### config.mk
export PLATFORM = sky130hd
export DESIGN_NAME = opl3_op_sequencer_flat
export DESIGN_NICKNAME = d
export VERILOG_FILES = /design/src/rtl/opl3_pkg.sv /design/src/rtl/opl3_op_sequencer_if.sv /design/src/rtl/opl3_sample_clk_div.sv /design/src/rtl/opl3_op_sequencer.sv /design/src/flat_wrapper.sv
export SDC_FILE = /design/constraint.sdc
export NUM_CORES = 1
export LEC_CHECK = 0
export CORE_ASPECT_RATIO = 0.75
export CORE_MARGIN = 2
export CORE_UTILIZATION = 40
export CTS_CLUSTER_SIZE = 10
export DETAILED_ROUTE_END_ITERATION = 6
export GPL_TIMING_DRIVEN = 0
export PLACE_DENSITY = 0.77
export SLEW_MARGIN = 20
export SYNTH_ARGS = -nofsm -noshare
export SYNTH_HDL_FRONTEND = slang
export SYNTH_SLANG_ARGS = --single-unit
### constraint.sdc
create_clock -name clk -period 1.56 [get_ports clk]
set_clock_uncertainty 0.05 [all_clocks]
set_input_delay 0.312 -clock clk [delete_from_list [all_inputs] [get_ports clk]]
set_output_delay 0.312 -clock clk [all_outputs]
set_load 0.02 [all_outputs]
### src/rtl/opl3_pkg.sv
// Shared constants and types for the OPL3 operator-slot sequencer.
package opl3_pkg;

  localparam int NUM_BANKS              = 2;
  localparam int NUM_OPERATORS_PER_BANK = 18;
  localparam int NUM_OPS_TOTAL          = NUM_BANKS * NUM_OPERATORS_PER_BANK;
  localparam int OP_NUM_WIDTH           = $clog2(NUM_OPERATORS_PER_BANK);

  localparam int CLK_DIV_COUNT = 494;
  localparam int CYCLES_PER_OP = 8;

  typedef enum logic {
    IDLE = 1'b0,
    RUN  = 1'b1
  } seq_state_t;

  typedef struct packed {
    logic       valid;
    logic       bank_num;
    logic [7:0] address;
    logic [7:0] data;
  } opl3_reg_wr_t;

endpackage

### src/rtl/opl3_op_sequencer_if.sv
// Host write bus of the sequencer: request/ready handshake in, gated register-file write out.
interface opl3_op_sequencer_if;
  import opl3_pkg::*;

  opl3_reg_wr_t wr_in;
  logic         wr_ready;
  opl3_reg_wr_t reg_wr;

  modport master (
    output wr_in,
    input  wr_ready,
    input  reg_wr
  );

  modport slave (
    input  wr_in,
    output wr_ready,
    output reg_wr
  );

endinterface

### src/rtl/opl3_sample_clk_div.sv
// Free-running sample-rate divider: one registered enable pulse every DIV_COUNT clocks.
module opl3_sample_clk_div
  import opl3_pkg::*;
#(
  parameter int DIV_COUNT = CLK_DIV_COUNT
) (
  input  logic clk,
  input  logic ic_n,
  output logic sample_clk_en_o
);

  localparam int DIV_W = (DIV_COUNT > 1) ? $clog2(DIV_COUNT) : 1;
  localparam logic [DIV_W-1:0] DIV_LAST = DIV_W'(DIV_COUNT - 1);

  logic [DIV_W-1:0] divCnt_q, divCnt_d;
  logic             sampleClkEn_q, sampleClkEn_d;

  // The enable is registered from the next count so it lines up with div_cnt == last.
  always_comb begin
    divCnt_d      = (divCnt_q == DIV_LAST) ? '0 : divCnt_q + DIV_W'(1);
    sampleClkEn_d = (divCnt_d == DIV_LAST);
  end

  always_ff @(posedge clk or negedge ic_n) begin
    if (!ic_n) begin
      divCnt_q      <= '0;
      sampleClkEn_q <= 1'b0;
    end else begin
      divCnt_q      <= divCnt_d;
      sampleClkEn_q <= sampleClkEn_d;
    end
  end

  assign sample_clk_en_o = sampleClkEn_q;

endmodule

### src/rtl/opl3_op_sequencer.sv
// Steps 36 operator slots once per sample period and buffers one host register write.
// Define OPL3_SEQ_WR_GATE_EN to hold buffered writes until the sequencer is idle.
module opl3_op_sequencer #(
  parameter int CLK_DIV_COUNT = opl3_pkg::CLK_DIV_COUNT,
  parameter int CYCLES_PER_OP = opl3_pkg::CYCLES_PER_OP
) (
  input  logic                              clk,
  input  logic                              ic_n,
  opl3_op_sequencer_if.slave                wr_bus,
  output logic                              sample_clk_en,
  output logic                              op_valid,
  output logic                              bank_num,
  output logic [opl3_pkg::OP_NUM_WIDTH-1:0] op_num,
  output logic                              sample_done
);
  import opl3_pkg::*;

  localparam int CYC_W = (CYCLES_PER_OP > 1) ? $clog2(CYCLES_PER_OP) : 1;
  localparam logic [CYC_W-1:0]        CYC_LAST = CYC_W'(CYCLES_PER_OP - 1);
  localparam logic [OP_NUM_WIDTH-1:0] OP_LAST  = OP_NUM_WIDTH'(NUM_OPERATORS_PER_BANK - 1);

  // The whole slot sequence plus the return to IDLE must fit inside one sample period.
  if (NUM_OPS_TOTAL * CYCLES_PER_OP + 2 > CLK_DIV_COUNT) begin : g_bad_cfg
    $error("opl3_op_sequencer: CLK_DIV_COUNT too small for 36 slots of CYCLES_PER_OP");
  end

  seq_state_t              state_q, state_d;
  logic [CYC_W-1:0]        cycCnt_q, cycCnt_d;
  logic                    bank_q, bank_d;
  logic [OP_NUM_WIDTH-1:0] opNum_q, opNum_d;
  logic                    sampleDone_q, sampleDone_d;
  logic                    bufFull_q, bufFull_d;
  logic                    wrReady_q, wrReady_d;
  opl3_reg_wr_t            wrBuf_q, wrBuf_d;
  logic                    wrAccept;
  logic                    wrDrain;

  opl3_sample_clk_div #(
    .DIV_COUNT(CLK_DIV_COUNT)
  ) u_clk_div (
    .clk            (clk),
    .ic_n           (ic_n),
    .sample_clk_en_o(sample_clk_en)
  );

  always_comb begin
    state_d      = state_q;
    cycCnt_d     = cycCnt_q;
    bank_d       = bank_q;
    opNum_d      = opNum_q;
    sampleDone_d = 1'b0;
    case (state_q)
      IDLE: begin
        if (sample_clk_en) state_d = RUN;
      end
      RUN: begin
        if (cycCnt_q == CYC_LAST) begin
          cycCnt_d = '0;
          if (opNum_q == OP_LAST) begin
            opNum_d = '0;
            if (bank_q) begin
              state_d      = IDLE;
              bank_d       = 1'b0;
              sampleDone_d = 1'b1;
            end else begin
              bank_d = 1'b1;
            end
          end else begin
            opNum_d = opNum_q + OP_NUM_WIDTH'(1);
          end
        end else begin
          cycCnt_d = cycCnt_q + CYC_W'(1);
        end
      end
      default: state_d = IDLE;
    endcase
  end

  // Accept and drain never coincide: ready is low whenever the buffer holds a write.
  always_comb begin
    wrAccept = wr_bus.wr_in.valid && wrReady_q;
`ifdef OPL3_SEQ_WR_GATE_EN
    wrDrain  = bufFull_q && (state_q == IDLE) && !sample_clk_en;
`else
    wrDrain  = bufFull_q;
`endif
    bufFull_d = bufFull_q;
    wrBuf_d   = wrBuf_q;
    if (wrDrain) bufFull_d = 1'b0;
    if (wrAccept) begin
      bufFull_d = 1'b1;
      wrBuf_d   = wr_bus.wr_in;
    end
    wrReady_d = !bufFull_d;
  end

  always_ff @(posedge clk or negedge ic_n) begin
    if (!ic_n) begin
      state_q      <= IDLE;
      cycCnt_q     <= '0;
      bank_q       <= 1'b0;
      opNum_q      <= '0;
      sampleDone_q <= 1'b0;
      bufFull_q    <= 1'b0;
      wrReady_q    <= 1'b0;
      wrBuf_q      <= '0;
    end else begin
      state_q      <= state_d;
      cycCnt_q     <= cycCnt_d;
      bank_q       <= bank_d;
      opNum_q      <= opNum_d;
      sampleDone_q <= sampleDone_d;
      bufFull_q    <= bufFull_d;
      wrReady_q    <= wrReady_d;
      wrBuf_q      <= wrBuf_d;
    end
  end

  always_comb begin
    op_valid        = (state_q == RUN) && (cycCnt_q == '0);
    bank_num        = bank_q;
    op_num          = opNum_q;
    sample_done     = sampleDone_q;
    wr_bus.wr_ready = wrReady_q;
    wr_bus.reg_wr   = wrDrain ? wrBuf_q : '0;
  end

endmodule
### src/flat_wrapper.sv
// flat-port wrapper written by rule: the top's interface ports become plain ports
module opl3_op_sequencer_flat import opl3_pkg::*;
#(
  parameter int CLK_DIV_COUNT = opl3_pkg::CLK_DIV_COUNT,
  parameter int CYCLES_PER_OP = opl3_pkg::CYCLES_PER_OP
)
  (clk, ic_n, sample_clk_en, op_valid, bank_num, op_num, sample_done, wr_bus_wr_in, wr_bus_wr_ready, wr_bus_reg_wr);
  opl3_op_sequencer_if wr_bus_i ();
  input  logic clk;
  input  logic ic_n;
  output logic sample_clk_en;
  output logic op_valid;
  output logic bank_num;
  output logic [opl3_pkg::OP_NUM_WIDTH-1:0] op_num;
  output logic sample_done;
  input wire logic [$bits(wr_bus_i.wr_in)-1:0] wr_bus_wr_in;
  output wire logic [$bits(wr_bus_i.wr_ready)-1:0] wr_bus_wr_ready;
  output wire logic [$bits(wr_bus_i.reg_wr)-1:0] wr_bus_reg_wr;
  assign wr_bus_i.wr_in = wr_bus_wr_in;
  assign wr_bus_wr_ready = wr_bus_i.wr_ready;
  assign wr_bus_reg_wr = wr_bus_i.reg_wr;
  opl3_op_sequencer #(.CLK_DIV_COUNT(CLK_DIV_COUNT), .CYCLES_PER_OP(CYCLES_PER_OP)) u_core (.clk(clk), .ic_n(ic_n), .wr_bus(wr_bus_i), .sample_clk_en(sample_clk_en), .op_valid(op_valid), .bank_num(bank_num), .op_num(op_num), .sample_done(sample_done));
endmodule
==> report_table.html <==
<table>
<tr><th>Metric</th><th>Value</th></tr>
<tr><th colspan="2">Place</th></tr>
<tr><td>DP Area</td><td>around 2400 sq um</td></tr>
<tr><td>DP Worst Slack</td><td>-379.1 ps</td></tr>
<tr><td>Final RePlAce weighted congestion</td><td>approximately 0.77</td></tr>
<tr><td>Post-DP HPWL</td><td>roughly 2500 um</td></tr>
<tr><td>Count of buffers from port buffering</td><td>47</td></tr>
<tr><td>Number of placed instances, taps included</td><td>between 200 and 300</td></tr>
<tr><th colspan="2">Synthesis</th></tr>
<tr><td>Mapped Cells</td><td>158</td></tr>
<tr><td>Net count of the mapped netlist</td><td>about 190</td></tr>
<tr><td>Post-synth top area cell</td><td>sky130_fd_sc_hd__dfrtp_1</td></tr>
<tr><td>Yosys warning count</td><td>0</td></tr>
<tr><td>Seq/Total Area, Yosys</td><td>55.18%</td></tr>
<tr><td>Most repeated cell in the gate-level netlist after synthesis</td><td>sky130_fd_sc_hd__dfrtp_1</td></tr>
<tr><td>Top cell type's share of synthesized area</td><td>between 50 and 60%</td></tr>
<tr><td>Top cells by area in the synthesized netlist</td><td>sky130_fd_sc_hd__dfrtp_1, sky130_fd_sc_hd__mux2_2, sky130_fd_sc_hd__and2_1</td></tr>
<tr><td>Avg Synthesized Cell Area</td><td>around 12 sq um</td></tr>
<tr><td>Top flip-flop cell by instance count after synthesis</td><td>sky130_fd_sc_hd__dfrtp_1</td></tr>
<tr><td>Async set-or-reset flop fraction in the synthesized netlist</td><td>100.0%</td></tr>
<tr><td>Library cells used by synthesis</td><td>34</td></tr>
<tr><td>List of most frequent post-synthesis cells</td><td>sky130_fd_sc_hd__dfrtp_1, sky130_fd_sc_hd__and2_1, sky130_fd_sc_hd__mux2_2, sky130_fd_sc_hd__nor2_1, sky130_fd_sc_hd__nand2_1</td></tr>
<tr><td>Synth Cell Area</td><td>between 1500 and 2000 sq um</td></tr>
<tr><td>Count of state elements after synthesis</td><td>approximately 40</td></tr>
<tr><td>Number of enable-type register cells in the synthesized netlist</td><td>0</td></tr>
<tr><th colspan="2">Die</th></tr>
<tr><td>Floorplan Core Area</td><td>~4500 sq um</td></tr>
<tr><td>Die Ht</td><td>63.05 um</td></tr>
<tr><td>Die area</td><td>roughly 5200 sq um</td></tr>
<tr><td>I/O pin total</td><td>between 40 and 50</td></tr>
<tr><td>Starting density of the core</td><td>about two fifths</td></tr>
<tr><td>Width of the die</td><td>a little over 80 um</td></tr>
<tr><td>Placement Rows</td><td>21</td></tr>
<tr><th colspan="2">GRT</th></tr>
<tr><td>First-pass GRT wire length</td><td>roughly 5400 um</td></tr>
<tr><td>GR Overflow Total</td><td>0</td></tr>
<tr><td>Vias in the first global route</td><td>~1200</td></tr>
<tr><td>Antenna violations before repair</td><td>0</td></tr>
<tr><td>Pin count of the biggest net entering global routing</td><td>25</td></tr>
<tr><td>Total routing usage reported by global routing</td><td>between 10% and 20%</td></tr>
<tr><th colspan="2">Clock tree</th></tr>
<tr><td>Master cell of the clock root buffer</td><td>sky130_fd_sc_hd__clkbuf_8</td></tr>
<tr><td>Clock Path Buffers</td><td>2</td></tr>
<tr><td>Clock tree from TritonCTS</td><td>built</td></tr>
<tr><td>Insertion delay to the later sink of the worst-skew pair</td><td>around 290 ps</td></tr>
<tr><td>Clock sink total</td><td>41</td></tr>
<tr><td>Number of buffers created by CTS</td><td>5</td></tr>
<tr><td>Clock H-tree levels</td><td>2</td></tr>
<tr><td>Clock-pin transition on the worst setup and hold timing paths</td><td>roughly 80 ps</td></tr>
<tr><th colspan="2">Pwr</th></tr>
<tr><td>Maximum resistive drop on vdd</td><td>about 0.00044 V</td></tr>
<tr><td>Power per cell area</td><td>899.9 nW/um^2</td></tr>
<tr><td>Pleak</td><td>1.244 nW</td></tr>
<tr><th colspan="2">Setup path</th></tr>
<tr><td>Critical path startpoint category</td><td>flip-flop</td></tr>
<tr><td>Largest fanout on the critical path</td><td>2</td></tr>
<tr><td>Worst path required time</td><td>around 1200 ps</td></tr>
<tr><td>Critical path class</td><td>reg2out</td></tr>
<tr><td>Nature of the critical path endpoint</td><td>output pin</td></tr>
<tr><td>Arrival time of data at the critical path endpoint</td><td>1190 ps</td></tr>
<tr><th colspan="2">Route</th></tr>
<tr><td>Detailed router's first-iteration violation count</td><td>42</td></tr>
<tr><td>Number of vias after detailed routing</td><td>between 1000 and 1500</td></tr>
<tr><td>Number of iterations in the first detailed-routing pass</td><td>4</td></tr>
<tr><td>Number of remaining DRC errors</td><td>0</td></tr>
<tr><td>Total length of routed wires</td><td>3494 um</td></tr>
<tr><td>Per-cell via count in the routed design</td><td>4.830</td></tr>
<tr><td>Drt wl/cell</td><td>~13 um</td></tr>
<tr><td>Number of nets still failing antenna checks after routing</td><td>0</td></tr>
<tr><th colspan="2">Layout</th></tr>
<tr><td>Fraction of the core area covered by cells at the end of the flow</td><td>~57%</td></tr>
<tr><td>Layout net count</td><td>246</td></tr>
<tr><td>Diode count</td><td>0</td></tr>
<tr><td>Post-Layout Cell Count</td><td>approximately 280</td></tr>
<tr><td>Layout cells sized above 1</td><td>roughly a third</td></tr>
<tr><td>Fill cell total of the finished layout</td><td>between 300 and 400</td></tr>
<tr><td>Post-synthesis to final-layout area growth</td><td>38.02%</td></tr>
<tr><td>Final design area excluding fillers</td><td>2566 sq um</td></tr>
<tr><th colspan="2">STA</th></tr>
<tr><td>Number of setup violations in the final report</td><td>0</td></tr>
<tr><td>Setup ws final</td><td>roughly 13 ps</td></tr>
<tr><td>Worst-margin pin slew</td><td>562.7 ps</td></tr>
<tr><td>Number of failing hold endpoints at the final stage</td><td>0</td></tr>
<tr><td>Rel. slew slack</td><td>approximately 62%</td></tr>
<tr><td>Final slew viol count</td><td>0</td></tr>
<tr><td>Unrepaired setup endpoints after global routing</td><td>true</td></tr>
<tr><td>Setup_tns</td><td>0 ps</td></tr>
<tr><td>Highest Clock Rate</td><td>646.3 MHz</td></tr>
<tr><td>Min cycle time layout</td><td>approximately 1500 ps</td></tr>
<tr><td>Final worst-path cycle share</td><td>99.18%</td></tr>
<tr><th colspan="2">Status</th></tr>
<tr><td>Status</td><td>finished, final reports clean</td></tr>
<tr><th colspan="2">Flow run</th></tr>
<tr><td>Number of max-cap violations</td><td>0</td></tr>
<tr><th colspan="2">Worst hold path</th></tr>
<tr><td>Path class of the lowest-slack min-delay path</td><td>reg2reg</td></tr>
</table>
==> layout by cell type, fill, tap and decap left out, types with 4 or more instances in the layout <==
master and n:
sky130_fd_sc_hd__ha_1 4, sky130_fd_sc_hd__dfrtp_2 4, sky130_fd_sc_hd__buf_2 16, sky130_fd_sc_hd__o21ai_0 4, sky130_fd_sc_hd__buf_4 6, sky130_fd_sc_hd__xnor2_1 6
sky130_fd_sc_hd__nand2_1 8, sky130_fd_sc_hd__dlygate4sd2_1 9, sky130_fd_sc_hd__inv_1 4, sky130_fd_sc_hd__mux2_2 18, sky130_fd_sc_hd__nor2_1 13, sky130_fd_sc_hd__and2_1 18
sky130_fd_sc_hd__buf_6 4, sky130_fd_sc_hd__dfrtp_1 37, sky130_fd_sc_hd__clkdlybuf4s50_1 18, sky130_fd_sc_hd__clkbuf_8 5
==> layer usage <==
layer | track usage (%) | share of wire (%)
met4 | 5.533 | 1.3
met3 | 4.046 | 6.7
met1 | 18.35 | 48
met2 | 21.07 | 44
met5 | 0 | 0
==> cell type report <==
class	count	area [sq um]	area share [%]
Tap cell	57	71.32	2.779
Inverter	6	22.52	0.8776
Timing Repair Buffer	55	466.7	18.19
Clock inverter	3	43.79	1.706
Multi-Input combinational cell	107	839.6	32.72
Buffer	3	22.52	0.8776
Sequential cell	41	1031	40.18
Clock buffer	5	68.82	2.682
==> registers in the layout, indices dropped and copies added (netlist names) <==
register / cells
u_core.bufFull_q: 1
u_core.u_clk_div.sample_clk_en_o: 1
u_core.bank_num: 1
u_core.state_q: 1
u_core.sample_done: 1
u_core.wrBuf_q: 18
u_core.u_clk_div.divCnt_q: 9
u_core.wr_bus.wr_ready: 1
u_core.op_num: 5
u_core.cycCnt_q: 3
==> worst paths after layout <==
path / startpoint / endpoint / slack (ps) / cells past startpoint
worst min register to register: u_core.wrBuf_q[17]$_DFFE_PN0P_ / u_core.wrBuf_q[17]$_DFFE_PN0P_ / 410 / 1
worst max-delay path: u_core.cycCnt_q[1]$_DFFE_PN0P_ / op_valid / 10 / 4
max in group asynchronous: ic_n / u_core.bufFull_q$_DFF_PN0_ / 530 / 3
min in group asynchronous: ic_n / u_core.cycCnt_q[1]$_DFFE_PN0P_ / 450 / 2
worst max register to register: u_core.cycCnt_q[0]$_DFFE_PN0P_ / u_core.op_num[2]$_DFFE_PN0P_ / 60 / 7
worst min-delay path: u_core.wrBuf_q[17]$_DFFE_PN0P_ / u_core.wrBuf_q[17]$_DFFE_PN0P_ / 410 / 1
==> what timing repair did <==
action                                  CTS  global route
endpoints found under the setup margin   29            18
buffers inserted                          3             3
hold buffers                              1             0
hold endpoints to repair                 17             0
pin swaps                                 0             2
resized for setup                        93            20
==> power by group <==
group	switching (W)	leakage, nW	internal (W)
Clock	0.000364	0.0585	0.000479
Sequential	0.0000286	0.505	0.00113
Combinational	0.000138	0.681	0.000168
Total	0.000531	1.24	0.00178
==> stage by stage <==
stage / hold slack [ps] / total power, W
final: 410.4 / 0.002309
after global routing: 451.0 / 0.002424
after CTS: 415.4 / 0.002331
after detailed placement: 243.5 / 0.001511
after global placement: 392.4 / 0.001495
after floorplan: -33.59 / 0.001334
==> worst max-delay path: stages (launching register included) <==
cell                      delay [ps]
sky130_fd_sc_hd__dfrtp_1         400
sky130_fd_sc_hd__inv_2            80
sky130_fd_sc_hd__ha_4            120
sky130_fd_sc_hd__and3b_1         170
sky130_fd_sc_hd__buf_6           120
==> logic make-up (layout without fill, tap and decap cells) <==
group	count (synthesis)	after routing	share of synthesized area, %
simple gates	64	64	19.92
flops	41	41	55.18
xor+xnor	7	7	3.298
mux	18	18	10.90
fa+ha+maj	7	7	4.710
buf+inv	10	72	2.019
compound gates	11	11	3.971
Power figures use the tool's default switching activity.
